## src/rtl/cam_key_scan.sv

```systemverilog
// cam_key_scan: scans a row band of the frame buffer, counts marker-colour pixels per key strip, publishes a pressed mask.
// Optional CAM_KEY_SCAN_DEBOUNCE_EN: a key bit changes only when two consecutive scans agree.
module cam_key_scan #(
  parameter int NUM_KEYS  = 8,
  parameter int KEY_W     = 20,
  parameter int ROW_START = 80,
  parameter int ROW_END   = 119,
  parameter int R_MIN     = 5,
  parameter int G_MAX     = 2,
  parameter int B_MAX     = 3,
  parameter int THRESH    = 40
) (
  input  logic                clk,
  input  logic                rst,
  input  logic                scan_req,
  output logic [31:0]         addr,
  input  logic [8:0]          q,
  output logic                busy,
  output logic [NUM_KEYS-1:0] key_mask,
  output logic                mask_valid,
  output logic [31:0]         debug_out
);
  localparam int NCOL = NUM_KEYS * KEY_W;
  localparam int KXW  = NUM_KEYS > 1 ? $clog2(NUM_KEYS) : 1;
  localparam int SXW  = KEY_W > 1 ? $clog2(KEY_W) : 1;
  typedef enum logic [1:0] {IDLE, SCAN, FLUSH, DONE} state_t;
  state_t state_q, state_d;
  logic [7:0] x_q, x_d;
  logic [6:0] y_q, y_d;
  logic [KXW-1:0] kx_q, kx_d, kx_p_q;
  logic [SXW-1:0] sx_q, sx_d;
  logic vld_q, mv_q, match, last_col, last_row, last_sx, start;
  logic [11:0] hit_q [NUM_KEYS];
  logic [11:0] cnt_q;
  logic [NUM_KEYS-1:0] mask_q, raw_d, mask_d;
  assign start    = state_q == IDLE && scan_req;
  assign last_col = x_q == 8'(NCOL - 1);
  assign last_row = y_q == 7'(ROW_END);
  assign last_sx  = sx_q == SXW'(KEY_W - 1);
  assign match    = q[8:6] >= 3'(R_MIN) && q[5:3] <= 3'(G_MAX) && q[2:0] <= 3'(B_MAX);
  always_comb begin
    state_d = state_q;
    x_d = x_q;
    y_d = y_q;
    kx_d = kx_q;
    sx_d = sx_q;
    case (state_q)
      IDLE: if (scan_req) begin
        state_d = SCAN;
        x_d = '0;
        y_d = 7'(ROW_START);
        kx_d = '0;
        sx_d = '0;
      end
      SCAN: if (last_col && last_row) state_d = FLUSH;
      else if (last_col) begin
        x_d = '0;
        kx_d = '0;
        sx_d = '0;
        y_d = y_q + 1'b1;
      end else begin
        x_d = x_q + 1'b1;
        sx_d = last_sx ? '0 : sx_q + 1'b1;
        kx_d = last_sx ? kx_q + 1'b1 : kx_q;
      end
      FLUSH: state_d = DONE;
      default: state_d = IDLE;
    endcase
  end
  always_comb begin
    raw_d = '0;
    for (int k = 0; k < NUM_KEYS; k++) raw_d[k] = hit_q[k] >= 12'(THRESH);
  end
`ifdef CAM_KEY_SCAN_DEBOUNCE_EN
  logic [NUM_KEYS-1:0] raw_q;
  always_ff @(posedge clk)
    if (rst) raw_q <= '0;
    else if (state_q == DONE) raw_q <= raw_d;
  assign mask_d = (raw_d & ~(raw_d ^ raw_q)) | (mask_q & (raw_d ^ raw_q));
`else
  assign mask_d = raw_d;
`endif
  always_ff @(posedge clk) begin
    if (rst) begin
      state_q <= IDLE;
      x_q <= '0;
      y_q <= '0;
      kx_q <= '0;
      sx_q <= '0;
      kx_p_q <= '0;
      vld_q <= 1'b0;
      mv_q <= 1'b0;
      mask_q <= '0;
      cnt_q <= '0;
    end else begin
      state_q <= state_d;
      x_q <= x_d;
      y_q <= y_d;
      kx_q <= kx_d;
      sx_q <= sx_d;
      kx_p_q <= kx_q;
      vld_q <= state_q == SCAN;
      mv_q <= state_q == DONE;
      if (state_q == DONE) begin
        mask_q <= mask_d;
        cnt_q <= cnt_q + 1'b1;
      end
    end
  end
  // q belongs to the address issued last cycle, so it is credited to the delayed key index
  always_ff @(posedge clk)
    for (int k = 0; k < NUM_KEYS; k++)
      if (rst || start) hit_q[k] <= '0;
      else if (vld_q && match && kx_p_q == KXW'(k) && hit_q[k] != 12'hFFF) hit_q[k] <= hit_q[k] + 1'b1;
  assign addr       = {7'd0, y_q, 8'd0, x_q, 2'd0};
  assign busy       = state_q != IDLE;
  assign key_mask   = mask_q;
  assign mask_valid = mv_q;
  assign debug_out  = {8'd0, hit_q[0], cnt_q};
endmodule
```

## config.mk

```make
export PLATFORM = sky130hd
export DESIGN_NAME = cam_key_scan
export DESIGN_NICKNAME = d
export VERILOG_FILES = /design/src/rtl/cam_key_scan.sv
export SDC_FILE = /design/constraint.sdc
export NUM_CORES = 1
export LEC_CHECK = 0
export CAP_MARGIN = 20
export CELL_PAD_IN_SITES_DETAIL_PLACEMENT = 1
export CELL_PAD_IN_SITES_GLOBAL_PLACEMENT = 1
export CORE_MARGIN = 1.5
export CORE_UTILIZATION = 45
export DETAILED_ROUTE_END_ITERATION = 16
export PLACE_DENSITY = 0.82
export SYNTH_ARGS = -nofsm -noshare
export SYNTH_HDL_FRONTEND = slang
export SYNTH_SLANG_ARGS = --single-unit
```

## constraint.sdc

```tcl
create_clock -name clk -period 3 [get_ports clk]
set_input_delay 0.6 -clock clk [delete_from_list [all_inputs] [get_ports clk]]
set_output_delay 0.6 -clock clk [all_outputs]
set_load 0.05 [all_outputs]
```

Word-level counts from Yosys, hierarchy flattened
Memories as Yosys holds them, arrays and structs flattened. Cells that the tools add are included.

Bits of input ports: 12. Memory bits (writable): 96. Word-level logic and storage cells: 154. Memories kept: 1. Output and inout bits: 74. Bits in registers: 50.

Memory list: hit_q (words 8, bits a word 12, rd ports 8, clocked after memory_dff 0, wr ports 8, RTL line 33) `logic [11:0] hit_q [NUM_KEYS];`.

Reduce and logical (&&, ||, !) cells: 30. Mux-type cells: 55. Add/subtract/negate cells: 13. Equality and inequality tests: 26. Order comparisons: 11. Bitwise logic cells: 8.

Operators by type and width (number): $add 12x1->12 const B (9); $ge 12x6->1 const B (8); $mux 12 (8); $ne 12x12->1 const B (8); $mux 1 (26); $mux 8 (3); $logic_and 1x1->1 (21); $mux 7 (3); $mux 5 (4); $pmux 8 s2 (1); $pmux 7 s2 (1); $eq 3x3->1 const B (4); $mux 3 (4); $pmux 5 s2 (1); $add 8x1->8 const B (1); $eq 8x8->1 const B (1); $ne 2x2->1 const B (4); $or 1x1->1 (8); $reduce_and 4->1 (2); $add 7x1->7 const B (1); $eq 7x7->1 const B (1); $eq 3x2->1 const B (2); $le 3x2->1 const B (2); $pmux 2 s3 (1); 16 further kinds (19).

Depth between registers and ports, before layout
Depth after elaboration: 10. Depth in mapped cells: 8. Depth with buffers taken out: 6.

Worst setup path after synthesis
OpenSTA, ideal clock, no wires.

Kind: input to register. From: in q[2]. To: mem hit_q[4][0] (netlist: hit_q[1][0]) (enable). Cell stages on the path: 3. Data arrival time: 2.181 ns. Setup time: 0.400 ns. Setup slack: 0.419 ns. Data required time: 2.600 ns. Path buffers: 0. Cells stage by stage: nand4bb_1 or3_1 o31ai_1.

RTL lines: start, declared (RTL line 17) `input logic [8:0] q,`; end, declared (RTL line 33).

Final worst setup path
From: reg state_q[0]. To: out busy.

Longest elaborated chain between the ends: 1.

RTL lines: start, declared (RTL line 27) `state_t state_q, state_d;`; start signal, assigned (RTL line 96) `state_q <= state_d;`; $reduce_bool 2->1 (RTL line 116) `assign busy = state_q != IDLE;`; end, declared (RTL line 18) `output logic busy,`.

No other way between the ends.

==> results.py <==
metrics = {
    "drt": {
        "vias": 6465,
        "wire_per_inst_um": 17.58,
        "ant_nets": 0,
        "dr.pass1.iters": 4,
        "drc": 0,
        "viasPerCell": 5.627,
        "wirelength_um": 20190,
        "drt_iter0_markers": 275,
    },
    "timing": {
        "finalSetupViolations": 0,
        "relSlewSlack_pct": 48.59,
        "final.period_utilization_pct": 91.70,
        "finClkSkew_ns": 0.008644,
        "tightest_slew_ns": 0.7678,
        "hold_viol": 0,
        "fin_setup_tns_ns": 0,
        "rsz0062_at_grt": "false",
        "whs_ns": 0.4605,
        "max_freq_mhz": 363.5,
        "min_period_ns": 2.751,
        "slew_viol_final": 0,
    },
    "layout": {
        "mostFrequentLayoutCell": "nor2_1",
        "layout_common_cells": "124 x nor2_1, 96 x edfxtp_1, 57 x clkdlybuf4s50_1, 52 x nand3_1",
        "n_fill_cell": 2026,
        "drive_gt1_share_pct": 7.500,
        "area_delta_synth_final_pct": 16.54,
        "nets": 945,
        "antenna_cells": 0,
        "final_cells": 1149,
    },
    "placement": {
        "port_buffers": 58,
        "dp.final_hpwl_um": 13350,
        "placed_cells": 1117,
        "globalplace.congestion": 0.8077,
    },
    "logic_synthesis": {
        "seq_area_frac_synth_pct": 47.32,
        "netlist_instances": 846,
        "ys_types": 62,
        "synth_edf_count": 96,
        "ys_async_sr_fraction_pct": 0,
        "syn_area_sq_um": 8207,
        "avgSynthCellArea_sq_um": 9.700,
        "ys.warnings.count": 0,
        "ys_ff_latch": 146,
        "synthFlopType": "edfxtp_1",
    },
    "power": {
        "switchingPower_uw": 2144,
        "power_uw": 6515,
        "ir_drop_v": 0.0004468,
        "power.internal_uw": 4371,
        "pwr-share-seq_pct": 43.3,
        "p_leak_uw": 0.003283,
        "power_density_nw_per_um2": 681.1,
        "combPwrFrac_pct": 21.9,
        "swShare_pct": 32.90,
        "p_clk_share_pct": 34.8,
    },
    "clock_tree": {
        "holdBufCountCts": 0,
        "clk_transition_reported_paths_ns": 0.06,
        "cts_tree": "built",
        "cts_resized": 0,
        "cts_root_buf": "clkbuf_16",
        "cts_setup_buffers": 0,
        "cts.sinks": 146,
        "clock_latency_ns": 0.43,
        "htree_num_levels": 4,
        "cts_buffers": 17,
        "ctsLongestPathBuffers": 2,
    },
    "setup_path": {
        "endpoint_kind": "output port",
        "crit_slowest_cell": "clkdlybuf4s50_1",
        "path_class": "register to output port",
        "critPathRequiredTime_ns": 2.40,
        "critPathMaxFanout": 8,
        "max_stage_delay_ns": 0.80,
        "arrival_ns": 2.15,
        "cp-start-kind": "register",
        "path_cells": "inv_1 -> ha_1 -> inv_1 -> clkdlybuf4s50_1",
        "path_common_cell": "inv_1",
    },
    "floorplanning": {
        "start_util_pct": 45.84,
        "die_h_um": 138.0,
        "die_x_um": 138.0,
        "rows": 49,
        "io_pins": 86,
        "fp.dieArea_sq_um": 19060,
        "core_sq_um": 17900,
    },
    "grt": {
        "grt_pass1_wl_um": 34000,
        "gr-total-overflow": 0,
        "grt_pass1_vias": 6766,
        "gr-usage-all-layers_pct": 21.82,
        "antenna_found_initial": 0,
        "grt_max_degree": 30,
    },
    "status": {
        "status": "finished clean",
    },
    "job": {
        "max-cap-violations": 0,
    },
    "worst_hold_path": {
        "hp-class": "input pin to register",
    },
}
## per-stage QoR
| stage | worst slack (ns) | cell area [sq um] | util (%) |
|---|---|---|---|
| final | 0.2489 | 9564 | 53.42 |
| after global routing | 0.1595 | 9564 | 53.42 |
| after CTS | 0.2349 | 9564 | 53.42 |
| after detailed placement | 0.3672 | 8946 | 49.97 |
| after global placement | 0.4506 | 8946 | 49.97 |
| after floorplan | 0.4185 | 8297 | - |
## worst paths after layout
path / from / to / slack (ns) / cells after the start
worst max-delay path: state_q[0]$_SDFFE_PP0P_ / busy / 0.25 / 4
worst max register to register: state_q[0]$_SDFFE_PP0P_ / y_q[1]$_SDFFE_PP0P_ / 0.81 / 7
worst min register to register: key_mask[1]$_SDFFE_PP0P_ / key_mask[1]$_SDFFE_PP0P_ / 0.49 / 2
worst min-delay path: rst / key_mask[4]$_SDFFE_PP0P_ / 0.46 / 2
## cell families (layout without fill, tap and decap cells)
group,after synthesis,in the layout,share of synthesized area (%)
xor+xnor,82,82,8.751
simple gates,373,373,23.40
fa+ha+maj,26,26,3.964
compound gates,105,105,8.965
mux,7,7,0.8843
flops,146,146,47.32
buf+inv,106,156,6.663
other cells,1,25,0.04569
## area by class of cell
type	count	area [sq um]	area share (%)
Multi-Input combinational cell	618	3866	40.42
Clock buffer	20	456.7	4.775
Sequential cell	146	3884	40.61
Timing Repair Buffer	81	748.2	7.823
Tap cell	229	286.5	2.996
Inverter	43	161.4	1.688
Clock inverter	12	161.4	1.688
## metal layers
layer / vias to the layer above / GRT usage [%] / wire, um
met5: - / 0 / 0
met4: 0 / 6.759 / 274
met3: 25 / 4.226 / 566
met2: 95 / 38.23 / 10360
met1: 3232 / 27.22 / 8996
li1: 3113 / - / -
## cell usage after synthesis (26+ instances only)
| cell type | count | area, sq um |
|---|---|---|
| edfxtp_1 | 96 | 2883 |
| ha_1 | 26 | 325.3 |
| nand2_1 | 50 | 187.7 |
| nor3_1 | 30 | 150.1 |
| buf_4 | 37 | 277.8 |
| nand4_1 | 30 | 187.7 |
| xor2_1 | 43 | 376.6 |
| nor2_1 | 124 | 465.5 |
| dfxtp_1 | 50 | 1001 |
| nand3_1 | 52 | 260.3 |
| inv_1 | 43 | 161.4 |
| xnor2_1 | 39 | 341.6 |
## critical path: cells and delay by family, from the launching register on
kind / cells / cell delay, ns
flops: 1 / 0.38
buf+inv: 3 / 1.01
fa+ha+maj: 1 / 0.33
## state kept, by name, indices dropped and copies added, names as in the netlist
signal      flops
state_q         2
x_q             8
hit_q          96
y_q             7
vld_q           1
key_mask        8
sx_q            5
kx_q            3
kx_p_q          3
mask_valid      1
cnt_q          12
## power groups by stage
stage / sequential, uW / clock [uW] / combinational (uW)
6_report: 2820 / 2270 / 1430
3_3_place_gp: 2830 / 0 / 1380
2_1_floorplan: 2860 / 0 / 962
4_1_cts: 2820 / 2300 / 1430
3_5_place_dp: 2840 / 0 / 1410
5_1_grt: 2870 / 2380 / 1550
No activity file was read; power rests on OpenSTA's default activity.
